--- config.mk ---
export PLATFORM = sky130hd
export DESIGN_NAME = key_mem_access_ctrl
export DESIGN_NICKNAME = d
export VERILOG_FILES = /design/src/rtl/key_mem_pkg.sv /design/src/rtl/key_mem_access_policy.sv /design/src/rtl/key_mem_access_ctrl.sv
export SDC_FILE = /design/constraint.sdc
export NUM_CORES = 1
export LEC_CHECK = 0
export BUFFER_PORTS_ARGS = -buffer_cell sky130_fd_sc_hd__buf_2
export CAP_MARGIN = 20
export CORE_MARGIN = 1
export CORE_UTILIZATION = 25
export DETAILED_ROUTE_END_ITERATION = 6
export PLACE_DENSITY = 0.56
export SYNTH_ARGS = -nofsm -noshare
export SYNTH_HDL_FRONTEND = slang
export SYNTH_SLANG_ARGS = --single-unit
--- constraint.sdc ---
create_clock -name clk -period 6.2 [get_ports clk]
set_input_delay 1.55 -clock clk [delete_from_list [all_inputs] [get_ports clk]]
set_output_delay 1.55 -clock clk [all_outputs]
set_load 0.05 [all_outputs]
--- src/rtl/key_mem_pkg.sv ---
// Package: key_mem_pkg
//   Shared types and constants for the key-store request front-end and for
//   anything else that needs to agree on the protected key window.
//   - state_e        : front-end FSM states
//   - KEY_PROT_BASE  : byte address of the first protected word
//   - KEY_PROT_WORDS : number of protected words
//   - KEY_DATA_W     : key-store data width
//   - rsp_t          : response record {rdata, err}
package key_mem_pkg;

    localparam logic [31:0] KEY_PROT_BASE  = 32'h0;
    localparam int          KEY_PROT_WORDS = 1;
    localparam int          KEY_DATA_W     = 32;

    typedef enum logic [1:0] {
        IDLE  = 2'd0,
        ISSUE = 2'd1,
        WAIT  = 2'd2,
        RESP  = 2'd3
    } state_e;

    typedef struct packed {
        logic [KEY_DATA_W-1:0] rdata;
        logic                  err;
    } rsp_t;

endpackage

--- src/rtl/key_mem_access_policy.sv ---
// Module: key_mem_access_policy
//   Purely combinational access policy for the key store. A request is
//   rejected when its byte address is not word aligned, or when it is a
//   write that hits the protected word window while the store is locked.
//   Reads of the window are always allowed; unlocked writes are allowed so
//   the key can be provisioned.
// Ports:
//   we      in   1       1 = write request
//   addr    in   ADDR_W  byte address
//   locked  in   1       effective lock state
//   reject  out  1       1 = request must not reach the memory
module key_mem_access_policy #(
    parameter int              ADDR_W     = 32,
    parameter logic [ADDR_W-1:0] PROT_BASE  = '0,
    parameter int              PROT_WORDS = 1
) (
    input  logic              we,
    input  logic [ADDR_W-1:0] addr,
    input  logic              locked,
    output logic              reject
);

    localparam logic [ADDR_W-1:0] PROT_LO_WORD = PROT_BASE >> 2;
    localparam logic [ADDR_W-1:0] PROT_NWORDS  = ADDR_W'(PROT_WORDS);

    logic [ADDR_W-1:0] word_idx;
    logic [ADDR_W-1:0] word_off;
    logic              misaligned;
    logic              in_window;

    // Window membership is tested on the word index so that every byte
    // alias of a protected word is caught. Subtracting the base and doing a
    // single unsigned compare covers both bounds (indices below the base
    // wrap to large values).
    assign word_idx   = {2'b00, addr[ADDR_W-1:2]};
    assign word_off   = word_idx - PROT_LO_WORD;
    assign in_window  = (word_off < PROT_NWORDS);
    assign misaligned = (addr[1:0] != 2'b00);

    assign reject = misaligned | (we & locked & in_window);

endmodule

--- src/rtl/key_mem_access_ctrl.sv ---
// Module: key_mem_access_ctrl
//   Request front-end sitting directly in front of the key-store memory.
//   Accepts one valid/ready request at a time, applies the write policy on
//   the protected key window, drives the memory pins and returns read data
//   or an error on a valid/ready response channel.
// Ports:
//   clk, reset                 clock (rising edge), synchronous active-high reset
//   req_valid/req_ready        request handshake
//   req_we/req_addr/req_wdata  request payload
//   rsp_valid/rsp_ready        response handshake
//   rsp_rdata/rsp_err          response payload (rdata is 0 for writes/errors)
//   mem_address/mem_we/mem_wd  memory pins
//   mem_data_out               memory read data (1-cycle registered read)
//   lock/locked                set-only lock request / sticky lock status
//   viol_count                 saturating count of rejected requests
// Latency accept->rsp_valid: read 3, write 2, reject 1.
module key_mem_access_ctrl
    import key_mem_pkg::*;
#(
    parameter int                ADDR_W     = 32,
    parameter int                DATA_W     = 32,
    parameter logic [ADDR_W-1:0] PROT_BASE  = ADDR_W'(KEY_PROT_BASE),
    parameter int                PROT_WORDS = KEY_PROT_WORDS,
    parameter int                CNT_W      = 8
) (
    input  logic              clk,
    input  logic              reset,
    input  logic              req_valid,
    output logic              req_ready,
    input  logic              req_we,
    input  logic [ADDR_W-1:0] req_addr,
    input  logic [DATA_W-1:0] req_wdata,
    output logic              rsp_valid,
    input  logic              rsp_ready,
    output logic [DATA_W-1:0] rsp_rdata,
    output logic              rsp_err,
    output logic [ADDR_W-1:0] mem_address,
    output logic              mem_we,
    output logic [DATA_W-1:0] mem_wd,
    input  logic [DATA_W-1:0] mem_data_out,
    input  logic              lock,
    output logic              locked,
    output logic [CNT_W-1:0]  viol_count
);

    state_e            state_reg;
    logic              locked_reg;
    logic [CNT_W-1:0]  viol_reg;
    rsp_t              rsp_reg;
    logic              rsp_valid_reg;
    logic              we_reg;
    logic [ADDR_W-1:0] mem_addr_reg;
    logic              mem_we_reg;
    logic [DATA_W-1:0] mem_wd_reg;

    logic              locked_eff;
    logic              accept;
    logic              reject;

    // A lock request arriving in the same cycle as an accept must already
    // protect the window, so the policy sees the post-update lock value.
    assign locked_eff = locked_reg | lock;

    // Gated by reset so nothing can be accepted in a reset cycle.
    assign req_ready = (state_reg == IDLE) && !reset;
    assign accept    = req_valid && req_ready;

    key_mem_access_policy #(
        .ADDR_W     (ADDR_W),
        .PROT_BASE  (PROT_BASE),
        .PROT_WORDS (PROT_WORDS)
    ) u_policy (
        .we     (req_we),
        .addr   (req_addr),
        .locked (locked_eff),
        .reject (reject)
    );

    always_ff @(posedge clk) begin
        if (reset) begin
            state_reg     <= IDLE;
            locked_reg    <= 1'b0;
            viol_reg      <= '0;
            rsp_reg       <= '0;
            rsp_valid_reg <= 1'b0;
            we_reg        <= 1'b0;
            mem_addr_reg  <= '0;
            mem_we_reg    <= 1'b0;
            mem_wd_reg    <= '0;
        end else begin
            locked_reg <= locked_eff;
            // Write strobe defaults low; it is raised only on the transition
            // into ISSUE, giving exactly a one-cycle pulse.
            mem_we_reg <= 1'b0;

            case (state_reg)
                IDLE: begin
                    if (accept) begin
                        rsp_reg <= '0;
                        if (reject) begin
                            // Rejected requests never touch the memory pins.
                            rsp_reg.err   <= 1'b1;
                            rsp_valid_reg <= 1'b1;
                            if (viol_reg != {CNT_W{1'b1}}) begin
                                viol_reg <= viol_reg + 1'b1;
                            end
                            state_reg <= RESP;
                        end else begin
                            we_reg       <= req_we;
                            mem_addr_reg <= req_addr;
                            mem_wd_reg   <= req_wdata;
                            mem_we_reg   <= req_we;
                            state_reg    <= ISSUE;
                        end
                    end
                end

                ISSUE: begin
                    if (we_reg) begin
                        rsp_valid_reg <= 1'b1;
                        state_reg     <= RESP;
                    end else begin
                        state_reg <= WAIT;
                    end
                end

                WAIT: begin
                    // Memory sampled the address at the end of ISSUE, so its
                    // registered output is valid during this cycle. The
                    // response record is sized to the key-store data width.
                    rsp_reg.rdata <= KEY_DATA_W'(mem_data_out);
                    rsp_valid_reg <= 1'b1;
                    state_reg     <= RESP;
                end

                RESP: begin
                    if (rsp_ready) begin
                        rsp_valid_reg <= 1'b0;
                        state_reg     <= IDLE;
                    end
                end

                default: state_reg <= IDLE;
            endcase
        end
    end

    assign rsp_valid   = rsp_valid_reg;
    assign rsp_rdata   = DATA_W'(rsp_reg.rdata);
    assign rsp_err     = rsp_reg.err;
    assign mem_address = mem_addr_reg;
    assign mem_we      = mem_we_reg;
    assign mem_wd      = mem_wd_reg;
    assign locked      = locked_reg;
    assign viol_count  = viol_reg;

endmodule

==> metrics list <==
* Outcome: finished clean
* Pin count of the biggest net entering global routing: 65
- Count of input and output buffers: 210
* Post-route cell area: 0.00580 mm^2
- Clock network fraction of design power: 30.7%
- Fin. Hold Viols: 0
* Resize count post-CTS: 0
- Hold EP: mem_address[2]
* Worst Reg2Reg Path Length in Cells: 9
* GRT Residual Overflow: 0
- The worst hold path begins at mem_address[2].
- After synthesis the netlist holds a flip-flop and latch count of 111.
- Portion of total power attributed to sequential cells: 41.4%
- Hold crit path type: flop to flop
* Final routed DRC violation total: 0
* Clock tree from TritonCTS: built
- Across all layers, the routed design uses 4,307 vias.
- Final Power: 1.94 mW
- TritonCTS created 9 clock buffers.
* Peak Freq: 254 MHz
- For this run, asynchronously set or reset flops after synthesis account for 0%.
- Critical path data required time: 4650 ps
- Layout cells sized above 1: 35.1%
- Post-DR vias/cell: 4.77
* WHS: 472 ps
- Total setup violations reported at the end of the flow: 0
* Fraction of power spent switching nets: 36.4%
* Unrepaired setup endpoints after global routing: no
- In this run the biggest area consumer among cell types represents 52.0% of the synthesized area.
* Number of pins exceeding their max-slew limit in the final report: 0
- The top cell types in the final layout, fill and taps aside, are sky130_fd_sc_hd__buf_2, sky130_fd_sc_hd__dfxtp_1, sky130_fd_sc_hd__a21oi_1, sky130_fd_sc_hd__nand3_1, sky130_fd_sc_hd__o21ai_0.
- Area inside the core boundary: 0.0166 mm^2
- Among all flip-flop cells after synthesis, the most frequent one is sky130_fd_sc_hd__dfxtp_1.
- Die outline area: 0.0176 mm^2
* Maximum root-to-sink buffer count: 2
* Total I/O pin count: 211
- The routed design has 13.1 mm of wire.
- Detailed router's first-iteration violation count: 227
- Across the run, the number of max-cap violations was 0.
* Switching power of the nets: 704 uW
- Std cell rows: 47
- Wire length of the first global-routing pass: 20.7 mm
- Summed over all cells, the static leakage comes to 2.48 nW.
* CP Max Fanout: 47
* Final net count: 786
- Cells fill 34.8% of the core in the end.
- Cell-internal power: 1.23 mW
- Clk Latency, worst-skew pair: 350 ps
- Main area contributors after synthesis: sky130_fd_sc_hd__dfxtp_1, sky130_fd_sc_hd__a21oi_1, sky130_fd_sc_hd__nand3_1
- Die Ht: 133 um
- Routed wirelength normalized by instance count: 14.5 um
- Number of nets in the synthesized netlist: 606
- CTS H-tree depth: 3
- Worst rel slew slack: 48.9%
- In the synthesized netlist, the number of instances is 498.
- The initial antenna violation count was 0.
* Worst slew pin tran: 767 ps
* Sink Count: 111
- For the worst setup path, the data arrival time is 2390 ps.
- Number of global-route vias before repair: 3,934
* Yosys warning total: 0
- Final worst clock skew: 10.6 ps
* Die X-Extent: 133 um
- Critical Path End Type: output pin
- EDFF count, synth: 0
* Synth Cell Area: 0.00427 mm^2
* Length of the first detailed-routing pass in iterations: 5
- Number of diodes added for antenna fixing: 0
- The wire-length estimate of the detail-placed layout is 8.84 mm.
- The critical path in this run is classified as primary input to output pin.
- A synthesized cell averages 8.58 um^2.
- Number of post-CTS setup repair buffers: 0
* Overall track demand over capacity in global routing: 14.9%
- In this run the critical register-to-register path is captured at rsp_rdata[19].
- Proportion of synthesized chip area in sequential cells: 52.0%
- Depth of the worst hold-timing path: 2
- Final min period: 3940 ps
* Clock Tree Root: sky130_fd_sc_hd__clkbuf_16
- After clock tree synthesis, the clock-pin slew on the worst setup and hold paths is 70 ps.
- Of all cell types, the one taking the most synthesized area is sky130_fd_sc_hd__dfxtp_1.
* Cell area power density: 334 mW/mm^2
* Setup total negative slack: 0 ps
- Combinational power share: 27.9%
* Peak supply drop: 0.199 mV
- CTS Hold Buffers Added: 0
- STA classifies the critical path startpoint as a primary input.
- The initial utilization of the core area, before any placement, comes to 25.7%.
* Reg2reg start: state_reg[0]
- Most common library cell in the layout ignoring fill and taps: sky130_fd_sc_hd__buf_2
* Number of distinct library cell variants in the gate-level netlist after synthesis: 38
* Period utilization: 63.6%
* Final weighted congestion in routability-driven placement: 0.755
- Worst setup slack for register-to-register paths: 3870 ps
- Instance area at placement: 0.00550 mm^2
- Area overhead of the layout relative to synthesis: 35.7%
- DRT antenna net count: 0
## metal layers
metal,global-route usage (%),part of all wire (%)
met5,0,0
met4,5.81,1.5
met3,4.21,6.9
met2,23.3,45
met1,19.4,46
## area by class of cell
type | count | area, um^2
fillers | 1749 | 10800
well taps | 220 | 275
repair buffers | 217 | 1110
inverters | 8 | 30.0
multi-input cells | 331 | 1850
clock buffers | 9 | 225
flip-flops and latches | 111 | 2220
clock inverters | 7 | 78.8
## cell families after synthesis
kind of cell	after synthesis	share of synthesized area (%)
compound gates	185	25.0
simple gates	138	15.7
flops	111	52.0
buf+inv	56	5.01
fa+ha+maj	6	1.76
mux	2	0.527
## worst max-delay path by stage
stage,slack (ps),cells past startpoint,to,startpoint
after global routing,2000,7,mem_wd[27],req_addr[13]
after CTS,2170,7,mem_address[1],req_addr[13]
after floorplan,2200,2,req_ready,reset
final,2260,3,req_ready,reset
after global placement,1930,7,mem_address[0],req_addr[13]
after detailed placement,1800,7,mem_address[1],req_addr[13]
## power by group through the flow
stage | combinational (mW) | clock, mW | sequential [mW]
floorplan | 0.214 | 0 | 0.993
global placement | 0.541 | 0 | 0.818
detailed placement | 0.545 | 0 | 0.816
CTS | 0.546 | 0.619 | 0.802
global route | 0.583 | 0.651 | 0.808
finish | 0.540 | 0.595 | 0.801
## Yosys cell counts, drive strengths merged, types with 2 or more instances
cell type and n:
nand3 64, nor3 2, o21ai 65, o31ai 4, nor4 7, o311ai 2
and2 2, nor2b 3, nand4 2, or4 4, a22oi 32, nor2 41
a21oi 70, nand2 7, mux2 2, o21a 3, ha 6, buf 12
clkbuf 36, nor3b 3, dfxtp 111, inv 8
## worst max-delay path, cell delays in order
cell and delay [ps]:
sky130_fd_sc_hd__buf_4 260, sky130_fd_sc_hd__nor2b_1 250, sky130_fd_sc_hd__buf_2 320
## metrics by stage
step / cells / setup WS [ps]
after CTS: 903 / 2170
final: 903 / 2260
after global placement: 886 / 1930
after floorplan: 498 / 2200
after global routing: 903 / 2000
after detailed placement: 887 / 1800
(Power assumes the default switching activity.)
